**src/rtl/ifu_fetch_pkg.sv**
```systemverilog
// rtl/ifu_fetch_pkg.sv - shared codes and defaults for the instruction-fetch unit
package ifu_fetch_pkg;

   localparam logic [31:0] PC_RESET_DEFAULT = 32'h0000_3000;

   // Next-PC select codes driven by the controller
   typedef enum logic [1:0] {
      NPC_PC4 = 2'b00,
      NPC_BR  = 2'b01,
      NPC_J   = 2'b10,
      NPC_JR  = 2'b11
   } npc_op_e;

   // Prefetch state machine
   typedef enum logic [1:0] {
      F_ISSUE = 2'b00,
      F_WAIT  = 2'b01,
      F_FLUSH = 2'b10,
      F_VALID = 2'b11
   } fetch_state_e;

endpackage

```
**src/rtl/ifu_fetch_if.sv**
```systemverilog
// rtl/ifu_fetch_if.sv - controller and instruction-memory signals of the fetch unit
interface ifu_fetch_if #(parameter int AW = 32);

   logic          PCWr;
   logic          IRWr;
   logic [1:0]    NPCOp;
   logic [31:0]   rs_data;
   logic          imem_req;
   logic [AW-1:0] imem_addr;
   logic          imem_ack;
   logic [31:0]   imem_rdata;
   logic [AW-1:0] pc;
   logic [31:0]   ir;
   logic [5:0]    op;
   logic [5:0]    funct;
   logic          if_stall;
   logic          pc_misalign;

   // Fetch unit side
   modport slave (
      input  PCWr, IRWr, NPCOp, rs_data, imem_ack, imem_rdata,
      output imem_req, imem_addr, pc, ir, op, funct, if_stall, pc_misalign
   );

   // Controller / memory side
   modport master (
      output PCWr, IRWr, NPCOp, rs_data, imem_ack, imem_rdata,
      input  imem_req, imem_addr, pc, ir, op, funct, if_stall, pc_misalign
   );

endinterface

```
**src/rtl/ifu_fetch_npc_calc.sv**
```systemverilog
// rtl/ifu_fetch_npc_calc.sv - combinational next-PC selection
module npc_calc
   import ifu_fetch_pkg::*;
#(
   parameter int AW = 32
) (
   input  logic [AW-1:0] pc_i,
   input  logic [25:0]   imm26_i,
   input  logic [31:0]   rs_data_i,
   input  logic [1:0]    npc_op_i,
   output logic [AW-1:0] npc_o
);

   logic [AW-1:0] br_off;

   // Branch offset is a sign-extended word offset; pc already holds PC+4
   assign br_off = {{(AW-18){imm26_i[15]}}, imm26_i[15:0], 2'b00};

   // Select next PC; all arithmetic wraps silently
   always_comb begin
      npc_o = pc_i + AW'(4);
      case (npc_op_e'(npc_op_i))
         NPC_PC4: npc_o = pc_i + AW'(4);
         NPC_BR:  npc_o = pc_i + br_off;
         NPC_J:   npc_o = {pc_i[AW-1:28], imm26_i, 2'b00};
         NPC_JR:  npc_o = rs_data_i[AW-1:0];
         default: npc_o = pc_i + AW'(4);
      endcase
   end

endmodule

```
**src/rtl/ifu_fetch.sv**
```systemverilog
// rtl/ifu_fetch.sv - PC/IR ownership, next-PC update and single-entry prefetch
module ifu_fetch
   import ifu_fetch_pkg::*;
#(
   parameter logic [31:0] PC_RESET = PC_RESET_DEFAULT,
   parameter int          AW       = 32
) (
   input  logic        clk,
   input  logic        reset,
   ifu_fetch_if.slave  bus
);

   fetch_state_e  state_q, state_d;
   logic [AW-1:0] pc_q, pc_d;
   logic [AW-1:0] addr_q, addr_d;
   logic [31:0]   ir_q, ir_d;
   logic [31:0]   buf_q, buf_d;
   logic          misalign_q, misalign_d;
   logic [AW-1:0] npc;
   logic          buf_valid;
   logic          stall;
   logic          pc_acc;
   logic          ir_acc;

   // The buffer holds the instruction at pc exactly while in F_VALID
   assign buf_valid = (state_q == F_VALID);
   assign stall     = bus.IRWr & ~buf_valid;
   assign pc_acc    = bus.PCWr & ~stall;
   assign ir_acc    = bus.IRWr & buf_valid;

   npc_calc #(.AW(AW)) u_npc_calc (
      .pc_i      (pc_q),
      .imm26_i   (ir_q[25:0]),
      .rs_data_i (bus.rs_data),
      .npc_op_i  (bus.NPCOp),
      .npc_o     (npc)
   );

   // PC, IR and sticky misalignment next-state
   always_comb begin
      pc_d       = pc_acc ? npc : pc_q;
      ir_d       = ir_acc ? buf_q : ir_q;
      misalign_d = misalign_q | (pc_acc & (npc[1:0] != 2'b00));
   end

   // Fetch FSM next-state; a request is held with its address until acked
   always_comb begin
      state_d = state_q;
      addr_d  = addr_q;
      buf_d   = buf_q;
      case (state_q)
         F_ISSUE: begin
            // A PC write in this cycle would make the issued address stale
            if (!pc_acc && (pc_q[1:0] == 2'b00)) begin
               state_d = F_WAIT;
               addr_d  = pc_q;
            end
         end
         F_WAIT: begin
            if (bus.imem_ack) begin
               if (pc_acc) begin
                  state_d = F_ISSUE;
               end else begin
                  state_d = F_VALID;
                  buf_d   = bus.imem_rdata;
               end
            end else if (pc_acc) begin
               state_d = F_FLUSH;
            end
         end
         F_FLUSH: begin
            if (bus.imem_ack) state_d = F_ISSUE;
         end
         F_VALID: begin
            if (pc_acc) state_d = F_ISSUE;
         end
         default: state_d = F_ISSUE;
      endcase
   end

   // Fetch FSM state register
   always_ff @(posedge clk or negedge reset) begin
      if (!reset) begin
         state_q <= F_ISSUE;
         addr_q  <= PC_RESET[AW-1:0];
         buf_q   <= 32'h0;
      end else begin
         state_q <= state_d;
         addr_q  <= addr_d;
         buf_q   <= buf_d;
      end
   end

   // Architectural PC/IR registers
   always_ff @(posedge clk or negedge reset) begin
      if (!reset) begin
         pc_q       <= PC_RESET[AW-1:0];
         ir_q       <= 32'h0;
         misalign_q <= 1'b0;
      end else begin
         pc_q       <= pc_d;
         ir_q       <= ir_d;
         misalign_q <= misalign_d;
      end
   end

   assign bus.imem_req    = (state_q == F_WAIT) || (state_q == F_FLUSH);
   assign bus.imem_addr   = addr_q;
   assign bus.pc          = pc_q;
   assign bus.ir          = ir_q;
   assign bus.op          = ir_q[31:26];
   assign bus.funct       = ir_q[5:0];
   assign bus.if_stall    = stall;
   assign bus.pc_misalign = misalign_q;

endmodule

```
**src/flat_wrapper.sv**
```systemverilog
// flat-port wrapper written by rule: the top's interface ports become plain ports
module ifu_fetch_flat import ifu_fetch_pkg::*;
#(
   parameter logic [31:0] PC_RESET = PC_RESET_DEFAULT,
   parameter int          AW       = 32
)
  (clk, reset, bus_PCWr, bus_IRWr, bus_NPCOp, bus_rs_data, bus_imem_ack, bus_imem_rdata, bus_imem_req, bus_imem_addr, bus_pc, bus_ir, bus_op, bus_funct, bus_if_stall, bus_pc_misalign);
  ifu_fetch_if #(.AW(AW)) bus_i ();
  input  logic clk;
  input  logic reset;
  input wire logic [$bits(bus_i.PCWr)-1:0] bus_PCWr;
  input wire logic [$bits(bus_i.IRWr)-1:0] bus_IRWr;
  input wire logic [$bits(bus_i.NPCOp)-1:0] bus_NPCOp;
  input wire logic [$bits(bus_i.rs_data)-1:0] bus_rs_data;
  input wire logic [$bits(bus_i.imem_ack)-1:0] bus_imem_ack;
  input wire logic [$bits(bus_i.imem_rdata)-1:0] bus_imem_rdata;
  output wire logic [$bits(bus_i.imem_req)-1:0] bus_imem_req;
  output wire logic [$bits(bus_i.imem_addr)-1:0] bus_imem_addr;
  output wire logic [$bits(bus_i.pc)-1:0] bus_pc;
  output wire logic [$bits(bus_i.ir)-1:0] bus_ir;
  output wire logic [$bits(bus_i.op)-1:0] bus_op;
  output wire logic [$bits(bus_i.funct)-1:0] bus_funct;
  output wire logic [$bits(bus_i.if_stall)-1:0] bus_if_stall;
  output wire logic [$bits(bus_i.pc_misalign)-1:0] bus_pc_misalign;
  assign bus_i.PCWr = bus_PCWr;
  assign bus_i.IRWr = bus_IRWr;
  assign bus_i.NPCOp = bus_NPCOp;
  assign bus_i.rs_data = bus_rs_data;
  assign bus_i.imem_ack = bus_imem_ack;
  assign bus_i.imem_rdata = bus_imem_rdata;
  assign bus_imem_req = bus_i.imem_req;
  assign bus_imem_addr = bus_i.imem_addr;
  assign bus_pc = bus_i.pc;
  assign bus_ir = bus_i.ir;
  assign bus_op = bus_i.op;
  assign bus_funct = bus_i.funct;
  assign bus_if_stall = bus_i.if_stall;
  assign bus_pc_misalign = bus_i.pc_misalign;
  ifu_fetch #(.PC_RESET(PC_RESET), .AW(AW)) u_core (.clk(clk), .reset(reset), .bus(bus_i));
endmodule
```
**config.mk**
```make
export PLATFORM = sky130hd
export DESIGN_NAME = ifu_fetch_flat
export DESIGN_NICKNAME = d
export VERILOG_FILES = /design/src/rtl/ifu_fetch_pkg.sv /design/src/rtl/ifu_fetch_if.sv /design/src/rtl/ifu_fetch_npc_calc.sv /design/src/rtl/ifu_fetch.sv /design/src/flat_wrapper.sv
export SDC_FILE = /design/constraint.sdc
export NUM_CORES = 1
export LEC_CHECK = 0
export ABC_CLOCK_PERIOD_IN_PS = 7100
export BUFFER_PORTS_ARGS = -buffer_cell sky130_fd_sc_hd__buf_2
export CAP_MARGIN = 0
export CORE_ASPECT_RATIO = 1.75
export CORE_UTILIZATION = 27
export CTS_CLUSTER_SIZE = 14
export DETAILED_ROUTE_END_ITERATION = 8
export GPL_TIMING_DRIVEN = 0
export HOLD_SLACK_MARGIN = 0.02
export PLACE_DENSITY = 0.48
export SKIP_CTS_REPAIR_TIMING = 1
export SLEW_MARGIN = 30
export SYNTH_ARGS = -nofsm -noshare
export SYNTH_HDL_FRONTEND = slang
export SYNTH_SLANG_ARGS = --single-unit
export TNS_END_PERCENT = 20
```
**constraint.sdc**
```tcl
create_clock -name clk -period 7.1 [get_ports clk]
set_input_delay 0.71 -clock clk [delete_from_list [all_inputs] [get_ports clk]]
set_output_delay 0.71 -clock clk [all_outputs]
set_load 0.05 [all_outputs]
```
# == Word-level counts from Yosys, hierarchy flattened ==
# Index checks and enable logic that the tools add are counted.
# totals
regBits,131
input_bits,71
out_inout_bits,111
# op_classes
add_sub_neg,2
eq_ne,10
mux,8
bitwise,9
n_reduce_logical,11
# ops
cell,n
$pmux 32 s4,1
$add 32x3->32 const B,1
$add 32x32->32,1
$mux 2,6
$eq 2x2->1 const B,4
$pmux 2 s4,1
$logic_not 2->1,3
$and 1x1->1,4
$eq 2x1->1 const B,2
$ne 2x2->1 const B,2
$not 1->1,4
$reduce_and 2->1,2
$reduce_and 4->1,1
$ne 3x2->1 const B,1
$reduce_and 3->1,1
$ne 2x1->1 const B,1
$reduce_bool 2->1,1
$logic_and 1x1->1,1
$logic_not 1->1,1
$logic_or 1x1->1,1
$or 1x1->1,1

# == Depth between registers and ports, before layout ==
# Gate-level depths: netlist of run 1.
# depth
ltp_word,9
ltp_mapped,15
ltp_nobuf,12

# == Modules after synthesis ==
# A second synthesis of run 1 with hierarchy kept.
# unflattened
hier_cells,665
area_unflattened_um2,7503.4
# by_module_without_submodules
module,instances,cells_each,area_per_inst_um2
ifu_fetch,1,314,5218.8
npc_calc,1,351,2284.7

# == Worst setup path after synthesis of run 1 ==
# No wires, ideal clock.
# synth_timing
kind,input to register
startpoint,input port bus_NPCOp[0]
endpoint,register u_core.pc_q[30] (netlist: u_core.bus.pc[30])
setup_ps,73
arrival_ps,3791
t_required_ps,7027
setup_slack_ps,3236
stages,14
cell_sequence,buf_2 > buf_1 > nor2b_1 > clkbuf_1 > and2_1 > ha_1 > and2_4 > a311o_2 > o21ai_2 > a221oi_2 > nor2_2 > mux2_4 > a32o_1 > a21oi_2
# synth_via
elab_chain_len,3
# synth_rtl
element,line_no,source
"start, declared",flat_wrapper.sv:13,input wire logic [$bits(bus_i.NPCOp)-1:0] bus_NPCOp;
"parallel branches: the longest is 3 deep, another holds $pmux 32 s4",-,
"end signal, assigned",ifu_fetch.sv:97,pc_q <= PC_RESET[AW-1:0];
"end signal, assigned",ifu_fetch.sv:101,pc_q <= pc_d;
"end, declared",ifu_fetch.sv:14,"logic [AW-1:0] pc_q, pc_d;"
# Several ways; the timed one is not identified.
# A chain may end at the register's enable or synchronous reset.

# == Worst setup path in the final report of run 1 ==
# Ends and elaborated chain as after synthesis.

==> metrics.md, run 1 <==
| Metric | Value |
|---|---|
| Status | finished clean |
| Skew-Pair Late Insertion Delay | 0.44 ns |
| Slew margin rel. | 45.2% |
| Main synth FF type | dfrtp_1 |
| Crit path cell chain | buf_2, buf_1, nor2b_1, clkbuf_1, and2_1, ha_1, a21oi_1, nand2_1, maj3_1, nor2_2, mux2_4, a32o_1, a21oi_2 |
| Max_cap viols | 0 |
| Final Instance Area | 0.00925 mm² |
| Min Clock Period, post-route | ~4.4 ns |
| Row count | 79 |
| Crit path required time | ~7.5 ns |
| Top Ports | roughly 180 |
| CP Class | in2reg |
| Register bit total from synthesis | 131 |
| Number of port buffers | 179 |
| Top delay family on crit path | buffers and inverters |
| Worst clock skew | roughly 0.008 ns |
| Max Clk Rate | roughly 230 MHz |
| Grt ovf | 0 |
| Clock Tree Buf Depth | 2 |
| Layout Nets | 983 |
| FFs w/ async S/R, synth | 100% |
| Arrival @ worst endpoint | roughly 4.8 ns |
| Clk sink count | roughly 130 |
| Initial Utilization | 27.5% |
| Wire per inst | 19.6 µm |
| Synthesized instance count | 693 |
| DR DRC count | 0 |
| Crit path largest cell delay | about 0.61 ns |
| First-pass GRT wire length | 36100 µm |
| Clock Root Buffer | clkbuf_16 |
| H-Tree Depth | 4 |
| Pwr/cell area | 513 mW/mm² |
| Die ar. | roughly 0.028 mm² |
| Placed Area | about 0.0087 mm² |
| P&R area growth vs syn | 26.2% |
| Endpoints failing hold | 0 |
| WL final | 24100 µm |
| DP Worst Slack | ~2.2 ns |
| Part of the Yosys area used for sequential elements | 44.8% |
| Slew at the pin closest to its max-slew limit | 0.822 ns |
| Via count | 6133 |
| Synthesized area | 0.00733 mm² |
| Setup_tns | 0 ns |
| Total track usage | approximately 18% |
| Slowest cell on crit path | buf_1 |
| CTS buffer count | 17 |
| Final setup violation count | 0 |
| Post-route ant nets | 0 |
| Post-synth EDFFs | 0 |
| CP Launch Type | input pin |
| Avg Vias per Cell | 4.99 |
| YS warnings | 0 |
| Pin count of the biggest net entering global routing | 76 |
| Initial DRT Pass Iterations | 6 |
| Syn nets | 784 |
| Antenna violations before repair | 2 |
| Clock transition at path regs | 0.06 ns |
| Crit end category | flip-flop |
| Die height | 220 µm |
| Post-DP HPWL | 18400 µm |
| Cell variety after synth | between 70 and 80 |
| Vias in the first global route | 6079 |
| Crit path max fanout | 10 |
| Final WS setup | 2.70 ns |
| Unrepaired setup endpoints after global routing | false |
| Share of layout cells above drive strength 1 | 39.6% |
| Max-slew violations | 0 |
| Syn avg cell area | 10.6 µm² |
| GPL Wtd Cong | 0.829 |
| CTS tree | done |
| Drt initial violations | 341 |
| Tcrit/Tclk final | 61.9% |
| Peak VDD IR | about 0.23 mV |
| HP Class | in2async |
| LEAKAGE | 0.00435 µW |
| DIE WIDTH | 127 µm |
| Placeable Area | 0.0267 mm² |
| CP Buf/Inv Count | 3 |
-- cell type report --
| class | instances | area, µm² |
|---|---|---|
| antenna | 1 | 2.50 |
| tap | 324 | 405 |
| clock buffer | 23 | 498 |
| inverter | 8 | 30.0 |
| multi-input combinational | 497 | 3740 |
| clock inverter | 9 | 77.6 |
| timing repair buffer | 180 | 933 |
| fill | 2788 | 17400 |
| buffer | 57 | 278 |
| sequential | 131 | 3280 |
-- cell usage in the layout (no fill, tap or decap), types with 5 or more instances in the layout --
cell type,netlist,final
buf_2,5,184
dfrtp_1,127,127
mux2_2,97,97
nand2_1,62,62
o21ai_0,40,40
nor2_1,34,34
a21oi_1,33,33
mux2i_1,30,30
clkbuf_1,27,28
ha_1,19,19
nor3_1,17,17
clkbuf_16,0,17
buf_4,15,15
and2_1,15,15
nand3_1,14,14
buf_1,10,9
nor2b_1,9,9
nand4_1,8,8
inv_1,7,7
o21ai_1,7,7
xor2_1,7,7
or4_1,6,6
xnor2_1,6,6
nand2b_1,5,5
a31oi_1,5,5
clkbuf_8,0,5
clkinv_2,0,5
-- flip-flops by register name, indices dropped and copies added (netlist names) --
register,flops
u_core.bus.imem_addr,32
u_core.bus.pc,32
u_core.buf_q,32
u_core.bus.ir,32
u_core.bus.pc_misalign,1
u_core.state_q,2
-- per-stage QoR --
stage	util [%]	std cells	hold WS, ns	power (µW)
2_1_floorplan	-	693	0.414	3260
3_3_place_gp	32.4	1196	0.438	3890
3_5_place_dp	32.5	1197	0.447	3920
4_1_cts	34.7	1229	0.212	4810
5_1_grt	34.7	1229	0.236	5020
6_report	34.7	1230	0.191	4750
-- worst paths after layout --
kind	depth (start not counted)	from	end	slack (ns)
min in group clk	1	u_core.bus.pc_misalign	u_core.bus.pc_misalign	0.46
worst max-delay path	13	bus_NPCOp[0]	u_core.bus.pc[30]	2.70
worst max register to register	11	u_core.bus.ir[0]	u_core.bus.pc[30]	4.10
worst min register to register	1	u_core.bus.pc_misalign	u_core.bus.pc_misalign	0.46
worst min-delay path	1	reset	u_core.bus.imem_addr[7]	0.19
max in group asynchronous	2	reset	u_core.bus.imem_addr[29]	6.11
-- layer usage --
layer	GRT usage (%)	vias to the layer above	share of wire, %	wire (µm)
li1	-	2897	-	-
met3	3.81	36	4.3	1050
met4	8.51	2	3.2	762
met2	33.2	179	55	13200
met1	18.9	3019	38	9100
met5	0	-	0.070	17
-- logic make-up after synthesis --
group | synth area share, %
muxes | 19.3
AOI/OAI and AO/OA | 13.4
DFF | 44.8
and+or+nand+nor | 13.1
adders and majority gates | 3.65
xor gates and xnor gates | 1.55
buffers and inverters | 4.18
-- cells in the mapped netlist (14+ instances only) --
cell / n / share of area [%]
nor3_1: 17 / 1.2
mux2_2: 97 / 15
o21ai_0: 40 / 2.7
ha_1: 19 / 3.2
mux2i_1: 30 / 4.1
nor2_1: 34 / 1.7
dfrtp_1: 127 / 43
clkbuf_1: 27 / 1.4
buf_4: 15 / 1.5
a21oi_1: 33 / 2.3
and2_1: 15 / 1.3
nand2_1: 62 / 3.2
nand3_1: 14 / 0.96
-- where the power goes --
part           switching [µW]  internal, µW
clock                     343           524
combinational            1730           779
sequential                277          1100
Note: power is estimated with default switching activity, not from simulation.
==> run 2: changes to the inputs <==
Settings changed: ABC_CLOCK_PERIOD_IN_PS 7100 to 3800, PLACE_DENSITY 0.48 to 0.5.
Clock period 7.1 ns to 3.8 ns, I/O delays scaled along.
==> run 2 against run 1 <==
Net effect: non-clock buffer count unchanged; core utilization increased by 0.22 points; wire length unchanged; largest power group unchanged; clock power increased by 100%; hold slack got worse by 0.022 ns.
==> metrics.md, run 2 (same netlist as run 1, synthesis figures left out) <==
| Metric | Value |
|---|---|
| Status | finished clean |
| Final Instance Area | 0.00931 mm² |
| Min Clock Period, post-route | 3.52 ns |
| Row count | 79 |
| Share of layout cells above drive strength 1 | 39.6% |
| Skew-Pair Late Insertion Delay | 0.44 ns |
| Clk sink count | between 100 and 150 |
| Total track usage | 18.0% |
| CTS tree | done |
| Peak VDD IR | about 0.56 mV |
| Max_cap viols | 0 |
| P&R area growth vs syn | 27.0% |
| Post-route insts no fill | approximately 1.2k |
| GPL Wtd Cong | 0.832 |
| Switching share of power | between 40% and 50% |
| Endpoints failing hold | 0 |
| DIE WIDTH | around 130 µm |
| Clock power frac | 19.5% |
| Pwr/cell area | roughly 970 mW/mm² |
| Arrival @ worst endpoint | 3.88 ns |
| HP Class | in2reg |
| Clock Root Buffer | clkbuf_16 |
| P_sw | around 4400 µW |
| Vias in the first global route | 6332 |
| Placed Area | 0.00867 mm² |
| Max Clk Rate | roughly 280 MHz |
| Tcrit/Tclk final | 92.6% |
| Sequential share of power | 28.4% |
| Most common cell after layout, fill and taps aside | buf_2 |
| Number of port buffers | 179 |
| CP Launch Type | input pin |
| Setup_tns | 0 ns |
| Crit end category | flip-flop |
| Initial Utilization | between 20 and 30% |
| Layout Nets | approximately 980 |
| Die ar. | 0.0278 mm² |
| Internal | roughly 4600 µW |
| Grt ovf | 0 |
| Crit path max fanout | 15 |
| Initial DRT Pass Iterations | 4 |
| Placed cell count | between 1k and 1.5k |
| Most frequent cells in the layout | buf_2, dfrtp_1, mux2_2 |
| H-Tree Depth | 4 |
| Worst hold path startpoint | bus_imem_rdata[2] |
| Avg Vias per Cell | 5.00 |
| Die height | approximately 220 µm |
| Wire per inst | 19.6 µm |
| Crit path required time | 4.17 ns |
| Placeable Area | 0.0267 mm² |
| DR DRC count | 0 |
| Max-slew violations | 0 |
| Reg2Reg Launch Point | u_core.bus.ir[0] |
| LEAKAGE | between 0.004 and 0.005 µW |
| Final setup violation count | 0 |
| First-pass GRT wire length | 36800 µm |
| Fin Hold WS | around 0.17 ns |
| CTS buffer count | 17 |
| Slew margin rel. | 47.2% |
| Post-route ant nets | 0 |
| Pin count of the biggest net entering global routing | 74 |
| Drt initial violations | around 250 |
| Top Ports | 182 |
| Total power | 9030 µW |
| Post-DP HPWL | around 19000 µm |
| Critical Path Source | bus_NPCOp[0] |
| CP Class | in2reg |
| Antenna violations before repair | 4 |
| Slew at the pin closest to its max-slew limit | 0.792 ns |
| Worst clock skew | 0.00990 ns |
| Combinational share of power | between 50 and 60% |
| Clock Tree Buf Depth | 2 |
| Clock transition at path regs | approximately 0.06 ns |
| Via count | 6153 |
| WL final | about 24000 µm |
-- run 2: changes by cell type in the layout (fill, tap and decap cells not counted) --
cell	change
nor2b_1	-1
nor2b_2	+1
diode_2	+1
clkinv_2	-3
buf_1	-1
clkbuf_1	+1
dlygate4sd3_1	+1
bufinv_16	+2
-- run 2: metrics by stage --
stage	setup slack (ns)	util (%)
after CTS	-0.403	34.8
after global routing	-0.00784	34.9
after floorplan	0.266	-
final	0.283	34.9
after detailed placement	-0.849	32.5
after global placement	-0.796	32.4
-- run 2: worst paths after layout --
kind | to | slack [ns] | depth (start not counted)
worst min register to register | u_core.bus.pc_misalign | 0.45 | 1
max in group asynchronous | u_core.buf_q[30] | 2.57 | 3
worst max-delay path | u_core.bus.pc[30] | 0.28 | 13
worst min-delay path | u_core.buf_q[2] | 0.17 | 2
worst max register to register | u_core.bus.pc[30] | 0.81 | 11
min in group asynchronous | u_core.buf_q[7] | 0.51 | 2
-- run 2: area by class of cell --
class	count	area [µm²]
diodes	2	5.00
plain buffers	56	274
clock buffers	24	502
clock inverters	8	123
fillers	2788	17400
inverters	8	30.0
multi-input cells	497	3750
flip-flops and latches	131	3280
well taps	324	405
repair buffers	181	943
-- run 2: metal layers --
metal	wire length, µm	GRT usage [%]	part of all wire (%)	up-vias
met4	1090	10.9	4.5	6
met1	8790	18.5	36	3015
met3	1130	4.20	4.7	55
met5	35	0	0.15	-
met2	13100	33.0	54	175
li1	-	-	-	2902
-- run 2: critical path, stage by stage --
cell      delay [ns]
buf_2           0.37
nor2b_2         0.41
clkbuf_1        0.34
and2_1          0.18
ha_1            0.29
and2_4          0.18
a311o_2         0.40
o21ai_2         0.24
a221oi_2        0.09
nor2_2          0.26
mux2_4          0.35
a32o_1          0.27
a21oi_2         0.11
-- run 2: power groups by stage --
stage	sequential [µW]	clock (µW)	combinational, µW
final	2560	1760	4710
after global routing	2670	1860	5030
after CTS	2580	1810	4750
after detailed placement	2610	0	4740
after global placement	2580	0	4700
after floorplan	4040	0	2060
